`src/rtl/clb_config_loader.sv`:
```
// -----------------------------------------------------------------------------
// clb_config_loader
//
// Configuration master for a serial chain of CLBs. It accepts parallel frames
// over a valid/ready handshake and shifts each one, LSB first, into the head
// of the chain on prog_data/prog_en. The first frame of a load travels to the
// farthest CLB. The last frame stays in the CLB nearest this block.
//
// Ports
//   prog_clk       configuration clock, shared with the CLB chain
//   prog_rst       asynchronous, active-high reset
//   start          begin a load (sampled only in IDLE)
//   abort          synchronous cancel of a load in progress
//   frame_data     frame word, bit0 is shifted out first
//   frame_valid    frame_data is valid
//   frame_ready    loader accepts frame_data this cycle (combinational)
//   prog_data      serial data to prog_in of CLB 0 (registered)
//   prog_en        shift enable to every CLB (registered)
//   busy           high whenever the FSM is not IDLE (combinational)
//   done           one-cycle pulse after the last bit of a load (registered)
//   frames_loaded  frames fully shifted in the current/last load (registered)
// -----------------------------------------------------------------------------
module clb_config_loader #(
    parameter int FRAME_W    = 17,
    parameter int NUM_FRAMES = 4,
    parameter int CNT_W      = $clog2(NUM_FRAMES + 1)
) (
    input  logic               prog_clk,
    input  logic               prog_rst,
    input  logic               start,
    input  logic               abort,
    input  logic [FRAME_W-1:0] frame_data,
    input  logic               frame_valid,
    output logic               frame_ready,
    output logic               prog_data,
    output logic               prog_en,
    output logic               busy,
    output logic               done,
    output logic [CNT_W-1:0]   frames_loaded
);

    localparam int BIT_W = $clog2(FRAME_W + 1);

    typedef enum logic [1:0] {
        IDLE       = 2'd0,
        WAIT_FRAME = 2'd1,
        SHIFT      = 2'd2,
        DONE       = 2'd3
    } state_t;

    state_t             state_q, state_d;
    logic [FRAME_W-1:0] shreg_q, shreg_d;
    logic [BIT_W-1:0]   bit_cnt_q, bit_cnt_d;
    logic               prog_data_q, prog_data_d;
    logic               prog_en_q, prog_en_d;
    logic               done_q, done_d;
    logic [CNT_W-1:0]   frames_loaded_q, frames_loaded_d;

    logic frame_end;
    logic last_frame;
    logic accept;

    // bit_cnt counts bits already placed on prog_data. When it reaches
    // FRAME_W the final bit of the frame is on the pins this cycle and
    // will be taken by the chain at the coming edge.
    assign frame_end  = (state_q == SHIFT) && (bit_cnt_q == BIT_W'(FRAME_W));
    assign last_frame = (frames_loaded_q == CNT_W'(NUM_FRAMES - 1));

    // Ready in the completion cycle of a non-final frame lets the next
    // frame's bit0 follow the previous bit16 with no idle cycle.
    // abort is not folded in: a frame offered alongside abort is dropped
    // together with the rest of the cancelled load.
    assign frame_ready = (state_q == WAIT_FRAME) || (frame_end && !last_frame);
    assign accept      = frame_valid && frame_ready;
    assign busy        = (state_q != IDLE);

    always_comb begin
        state_d         = state_q;
        shreg_d         = shreg_q;
        bit_cnt_d       = bit_cnt_q;
        prog_data_d     = prog_data_q;
        prog_en_d       = prog_en_q;
        done_d          = 1'b0;
        frames_loaded_d = frames_loaded_q;

        if (abort && state_q != IDLE) begin
            // Partial frame stays in the chain; frames_loaded keeps its count.
            state_d   = IDLE;
            prog_en_d = 1'b0;
        end else begin
            case (state_q)
                IDLE: begin
                    prog_en_d = 1'b0;
                    // abort in the same cycle suppresses the start.
                    if (start && !abort) begin
                        state_d         = WAIT_FRAME;
                        frames_loaded_d = '0;
                    end
                end

                WAIT_FRAME: begin
                    prog_en_d = 1'b0;
                    if (accept) begin
                        shreg_d     = frame_data >> 1;
                        prog_data_d = frame_data[0];
                        prog_en_d   = 1'b1;
                        bit_cnt_d   = BIT_W'(1);
                        state_d     = SHIFT;
                    end
                end

                SHIFT: begin
                    if (!frame_end) begin
                        prog_data_d = shreg_q[0];
                        shreg_d     = shreg_q >> 1;
                        bit_cnt_d   = bit_cnt_q + 1'b1;
                        prog_en_d   = 1'b1;
                    end else begin
                        frames_loaded_d = frames_loaded_q + 1'b1;
                        if (last_frame) begin
                            prog_en_d = 1'b0;
                            state_d   = DONE;
                        end else if (accept) begin
                            shreg_d     = frame_data >> 1;
                            prog_data_d = frame_data[0];
                            prog_en_d   = 1'b1;
                            bit_cnt_d   = BIT_W'(1);
                        end else begin
                            prog_en_d = 1'b0;
                            state_d   = WAIT_FRAME;
                        end
                    end
                end

                DONE: begin
                    prog_en_d = 1'b0;
                    done_d    = 1'b1;
                    state_d   = IDLE;
                end

                default: begin
                    prog_en_d = 1'b0;
                    state_d   = IDLE;
                end
            endcase
        end
    end

    always_ff @(posedge prog_clk or posedge prog_rst) begin
        if (prog_rst) begin
            state_q         <= IDLE;
            shreg_q         <= '0;
            bit_cnt_q       <= '0;
            prog_data_q     <= 1'b0;
            prog_en_q       <= 1'b0;
            done_q          <= 1'b0;
            frames_loaded_q <= '0;
        end else begin
            state_q         <= state_d;
            shreg_q         <= shreg_d;
            bit_cnt_q       <= bit_cnt_d;
            prog_data_q     <= prog_data_d;
            prog_en_q       <= prog_en_d;
            done_q          <= done_d;
            frames_loaded_q <= frames_loaded_d;
        end
    end

    assign prog_data     = prog_data_q;
    assign prog_en       = prog_en_q;
    assign done          = done_q;
    assign frames_loaded = frames_loaded_q;

endmodule
```
`config.mk`:
```
export PLATFORM = sky130hd
export DESIGN_NAME = clb_config_loader
export DESIGN_NICKNAME = d
export VERILOG_FILES = /design/src/rtl/clb_config_loader.sv
export SDC_FILE = /design/constraint.sdc
export NUM_CORES = 1
export LEC_CHECK = 0
export BUFFER_PORTS_ARGS = -buffer_cell sky130_fd_sc_hd__buf_4
export CAP_MARGIN = 25
export CORE_MARGIN = 2
export CORE_UTILIZATION = 59
export CTS_CLUSTER_DIAMETER = 50
export DETAILED_ROUTE_END_ITERATION = 8
export PLACE_DENSITY = 0.9
export SLEW_MARGIN = 40
export SYNTH_ARGS = -nofsm -noshare
export SYNTH_HDL_FRONTEND = slang
export SYNTH_SLANG_ARGS = --single-unit
export TNS_END_PERCENT = 20
```
`constraint.sdc`:
```
create_clock -name prog_clk -period 5.2 [get_ports prog_clk]
set_input_delay 1.3 -clock prog_clk [delete_from_list [all_inputs] [get_ports prog_clk]]
set_output_delay 1.3 -clock prog_clk [all_outputs]
set_load 0.05 [all_outputs]
```
==> results_dict.tcl, run 1 <==
set metrics [dict create \
    p_seq_share_pct 36.7 \
    ys_seq_elements 30 \
    syn_nets 211 \
    grt_pass1_vias 1347 \
    slew_violations 0 \
    path_class "flip-flop to primary output" \
    io_buffer_count 29 \
    cts_setup_buffers 0 \
    via_per_inst 5.645 \
    final_area_um2 2029 \
    relSlewSlack_pct 58.79 \
    numClockSinks 30 \
    fin_ws_ns 1.881 \
    grt_usage_pct 22.79 \
    irDropWorstVdd_mv 0.3978 \
    postCtsHoldBufs 0 \
    grt-ovfl-total 0 \
    routed_wl_mm 3.432 \
    antenna_cells 0 \
    drv_cap 0 \
    worstHoldPathType "flip-flop to flip-flop" \
    netlist_area_um2 1742 \
    fp.dieW_um 58.33 \
    synth_cell_type_count 38 \
    nets 242 \
    initialDrtViolationCount 34 \
    rsz0062_at_grt "false" \
    cts.clk_slew.worst_paths_ns 0.09 \
    powerDensity_nw_per_um2 500.5 \
    cts_tree "yes" \
    cts_buffers 5 \
    p_sw_mw 0.4382 \
    fin_skew_ns 0.007208 \
    finalCritPeriodShare_pct 63.83 \
    avgRoutedWirePerCell_um 14.18 \
    swShare_pct 43.14 \
    synth_area_leader_cell "dfrtp_1" \
    setup_viol_count_final 0 \
    final_common_cell "inv_1" \
    p_leak_nw 1.080 \
    ys_warn_count 0 \
    start_util_pct 62.62 \
    dpl.hpwl_mm 2.491 \
    synth_cells 179 \
    place_area_um2 1946 \
    io_pins 30 \
    area_growth_pct 16.52 \
    worstPathRequired_ns 3.90 \
    post_cts_resized 0 \
    whs_ns 0.5006 \
    max_freq_ghz 0.3013 \
    drc 0 \
    post-place-ws_ns 2.126 \
    finalSetupTns_ns 0 \
    endpoint_kind "primary output" \
    fp.dieArea_um2 3402 \
    grt_start_max_net_pins 31 \
    fin_crit_ns 3.319 \
    ant_nets 0 \
    layout_common_cells "inv_1 (41), dfrtp_1 (30), buf_4 (30), nor2_1 (21)" \
    grt_pass1_wl_mm 5.706 \
    cts.path.max_buffers 2 \
    num_vias 1366 \
    gp_congestion 0.8155 \
    coreArea_um2 2781 \
    p_comb_share_pct 48.7 \
    clkLatencyLatePin_ns 0.35 \
    syn_avg_cell_area_um2 9.730 \
    h-tree-depth 2 \
    worst_setup_path_start_kind "flip-flop" \
    synth_top_area_share_pct 43.10 \
    tightestPinTransition_ns 0.6172 \
    worstPathArrival_ns 2.02 \
    p_int_mw 0.5775 \
    status "finished, final reports clean" \
    rows 19 \
    first_pass_iters 4 \
    finalHoldViolCount 0 \
    path_max_fanout 14 \
    yosys-top-cells-area "dfrtp_1 (43%), inv_1 (9.1%), a221oi_2 (8.6%)" \
    drive_gt1_share_pct 26.07 \
    yosysSeqAreaShare_pct 43.10 \
    p_clk_share_pct 14.6 \
    die_h_um 58.33 \
    antenna_found_initial 0 \
    root_buffer "clkbuf_4" \
]
-- per-layer routing --
layer	GRT usage, %	vias to the layer above	wire length, um
met5	0	-	0
met2	40.61	37	1829
met4	10.96	0	53
met3	7.692	8	197
li1	-	659	-
met1	23.90	662	1351
-- area by class of cell --
class                   instances  area, um^2
repair buffers                 31       240.2
fillers                       215       752.0
flip-flops and latches         30       750.7
clock inverters                 1       5.005
clock buffers                   7       55.05
multi-input cells             100       782.0
inverters                      42       157.7
well taps                      31       38.79
-- worst max-delay path, stage by stage, from the launching register on --
cell and delay [ns]:
dfrtp_1 0.44, inv_1 0.14, ha_1 0.48, and2b_1 0.25
nand2_1 0.09, nand2b_1 0.08, buf_4 0.19
-- registers in the layout (all words and copies together), names as in the netlist --
name and count:
bit_cnt_q 5, done 1, frames_loaded 3, prog_data 1, prog_en 1, shreg_q 17
state_q 2
-- power groups by stage --
stage / Clock, mW / Combinational, mW / Sequential [mW]
2_1_floorplan: 0 / 0.359 / 0.401
3_3_place_gp: 0 / 0.461 / 0.369
3_5_place_dp: 0 / 0.488 / 0.376
4_1_cts: 0.151 / 0.490 / 0.372
5_1_grt: 0.161 / 0.539 / 0.384
6_report: 0.148 / 0.495 / 0.373
-- synth_stat cells, drive strengths merged --
library cell,n
nand2b,3
nand2,9
a211oi,1
nand4bb,1
nor3b,2
a41o,1
o21a,3
a21oi,4
and2,2
a22o,1
nor2b,1
and2b,1
nand4,1
nand3b,1
a211o,1
buf,7
ha,10
o22ai,1
inv,42
and4bb,1
o22a,1
a21o,2
nand3,2
o311a,1
o21ai,7
and3,1
nor3,1
nor2,21
a221oi,17
o31ai,1
dfrtp,30
mux2i,2
-- through the flow --
| step | util [%] | total power, mW | instances |
|---|---|---|---|
| 2_1_floorplan | - | 0.7601 | 179 |
| 3_3_place_gp | 69.95 | 0.8291 | 232 |
| 3_5_place_dp | 69.95 | 0.8641 | 232 |
| 4_1_cts | 72.11 | 1.013 | 240 |
| 5_1_grt | 72.96 | 1.083 | 242 |
| 6_report | 72.96 | 1.016 | 242 |
-- cells by family (layout without fill, tap and decap cells) --
| logic type | count (synthesis) | in the layout | synth area share (%) |
|---|---|---|---|
| buf+inv | 49 | 81 | 12.07 |
| simple gates | 47 | 47 | 14.66 |
| compound gates | 41 | 41 | 21.84 |
| flops | 30 | 30 | 43.10 |
| fa+ha+maj | 10 | 10 | 7.184 |
| mux | 2 | 2 | 1.149 |
-- path summary, 6_finish.rpt --
path,from,endpoint,slack (ns),cells after the start
hold / removal,shreg_q[16],shreg_q[16],0.50,1
setup reg to reg,state_q[1],bit_cnt_q[2],2.92,7
max in group asynchronous,prog_rst,shreg_q[3],3.77,2
hold reg to reg,shreg_q[16],shreg_q[16],0.50,1
min in group asynchronous,prog_rst,shreg_q[10],1.03,2
setup / recovery,state_q[0],frame_ready,1.88,6
Note: power is estimated with default switching activity, not from simulation.
==> run 2: changes to the inputs <==
- ABC_AREA: not set -> 1
- CORE_UTILIZATION: 59 -> 56
- PLACE_DENSITY: 0.9 -> 0.86
- clock period: 5.2 -> 3.2 ns (I/O delays scaled with it)
==> run 2 against run 1 <==
Non-clock buffer count is 1 lower; synthesized area is 4.9% higher; highest routed layer unchanged; sequential power is 68% higher.
==> results_dict.tcl, run 2 <==
set metrics [dict create \
    synth_enable_flop_cells 0 \
    grt_usage_pct 23.18 \
    path_class "flip-flop to primary output" \
    fp.dieArea_um2 3735 \
    whs_ns 0.5044 \
    routed_wl_mm 3.588 \
    rsz0062_at_grt "false" \
    layout_common_cells "nand2_1 (46), nor2_1 (44), dfrtp_1 (30), buf_4 (30), inv_1 (29)" \
    worstHoldPathType "flip-flop to flip-flop" \
    async_reset_ff_share_pct 100.0 \
    top_layer "met4" \
    start_util_pct 59.35 \
    io_buffer_count 29 \
    initialDrtViolationCount 110 \
    via_per_inst 4.920 \
    die_h_um 61.12 \
    numClockSinks 30 \
    h-tree-depth 2 \
    antenna_cells 0 \
    cp_cell_sequence "inv_1 -> ha_1 -> inv_2 -> nor2_2 -> nand3_2 -> nand2_4 -> buf_4" \
    grt-ovfl-total 0 \
    num_vias 1545 \
    hold-path-cell-count 2 \
    wl_met3_um 160 \
    seqCellArea_um2 750.7 \
    worstPathRequired_ns 2.40 \
    total_power_mw 2.015 \
    fin_skew_ns 0.01120 \
    max_freq_ghz 0.3885 \
    cts_setup_buffers 0 \
    worstPathArrival_ns 1.77 \
    synth_flop_cell "dfrtp_1" \
    synth_cell_type_count 26 \
    fin_ws_ns 0.6258 \
    synth_most_common_cell "nand2_1" \
    path_max_fanout 6 \
    multiInputGateArea_um2 902.1 \
    finalNonFillerCells 314 \
    coreArea_um2 3078 \
    final_util_pct 70.57 \
    final_area_um2 2172 \
    final_common_cell "nand2_1" \
    finalHoldViolCount 0 \
    avgRoutedWirePerCell_um 11.43 \
    yosys-top-cells-area "dfrtp_1 (41%), nand2_1 (9.5%), nor2_1 (9.0%)" \
    drv_cap 0 \
    syn_avg_cell_area_um2 7.708 \
    cts_buffers 5 \
    fin_crit_ns 2.574 \
    grt_pass1_wl_mm 6.285 \
    largest_reg_flops 17 \
    tightestPinTransition_ns 0.3768 \
    slew_violations 0 \
    grt_pass1_vias 1483 \
    post-place-ws_ns 1.016 \
    dr_wl_met2_mm 1.779 \
    gp_congestion 0.8433 \
    place_area_um2 2061 \
    rows 20 \
    endpoint_kind "primary output" \
    synth_area_leader_cell "dfrtp_1" \
    clkLatencyLatePin_ns 0.33 \
    finalCritPeriodShare_pct 80.45 \
    finalSetupTns_ns 0 \
    fp.dieW_um 61.12 \
    drc 0 \
    syn_nets 269 \
    io_pins 30 \
    cts.clk_slew.worst_paths_ns 0.10 \
    dpl.hpwl_mm 2.545 \
    setup_viol_count_final 0 \
    p_leak_nw 1.162 \
    ys_seq_elements 30 \
    powerDensity_nw_per_um2 927.7 \
    dp_cells 306 \
    nets 301 \
    synth_top_area_share_pct 41.10 \
    synth_common_cells "nand2_1 (46), nor2_1 (44), dfrtp_1 (30), inv_1 (29), nand3_1 (21)" \
    cp_slowest_cell "dfrtp_1" \
    worst_setup_path_start_kind "flip-flop" \
    relSlewSlack_pct 74.88 \
    netlist_area_um2 1827 \
    area_growth_pct 18.90 \
    status "finished, final reports clean" \
    ys_warn_count 0 \
    cts.path.max_buffers 2 \
    cts_tree "yes" \
    yosysSeqAreaShare_pct 41.10 \
    top_register "shreg_q" \
    ff2ff_setup_slack_ns 1.20 \
    post_cts_resized 0 \
    synth_cells 237 \
    fillers 247 \
    route.layer.met1.wl_mm 1.632 \
    grt_start_max_net_pins 31 \
    postCtsHoldBufs 0 \
    root_buffer "clkbuf_4" \
    drive_gt1_share_pct 24.44 \
    irDropWorstVdd_mv 0.6818 \
    antenna_found_initial 0 \
    max_stage_delay_ns 0.46 \
    first_pass_iters 4 \
    reg2reg_depth 8 \
    ant_nets 0 \
]
[run 2: cell type report]
class	instances	area share (%)
timing repair buffer	30	10.37
clock buffer	6	2.362
sequential	30	34.56
multi-input combinational	168	41.53
inverter	34	5.876
clock inverter	2	2.765
tap	44	2.535
[run 2: where the power goes]
part / leakage (nW) / internal (mW) / switching [mW] / total, mW
registers: 0.349 / 0.534 / 0.0939 / 0.628
logic: 0.754 / 0.321 / 0.664 / 0.985
clock network: 0.0585 / 0.265 / 0.137 / 0.402
total: 1.16 / 1.12 / 0.895 / 2.01
[run 2: cell families after synthesis]
| family | share of synthesized area [%] |
|---|---|
| flops | 41.10 |
| buf+inv | 9.520 |
| simple gates | 36.92 |
| compound gates | 5.617 |
| fa+ha+maj | 6.849 |
[run 2: worst paths after layout]
kind / startpoint / end
max: state_q[0] / frame_ready
min: shreg_q[16] / shreg_q[16]
max reg2reg: state_q[0] / shreg_q[9]
min reg2reg: shreg_q[16] / shreg_q[16]
max in group asynchronous: prog_rst / bit_cnt_q[3]
min in group asynchronous: prog_rst / prog_en
[run 2: worst max-delay path, delay by kind of cell (launching register included)]
kind / cells / cell delay, ns
DFF: 1 / 0.46
buffers and inverters: 3 / 0.44
and+or+nand+nor: 3 / 0.29
adders and majority gates: 1 / 0.27
[run 2: per-layer routing]
metal / GRT usage, % / up-vias
met5: 0 / -
met2: 37.84 / 44
met3: 5.882 / 2
li1: - / 798
met1: 29.63 / 701
met4: 9.006 / 0
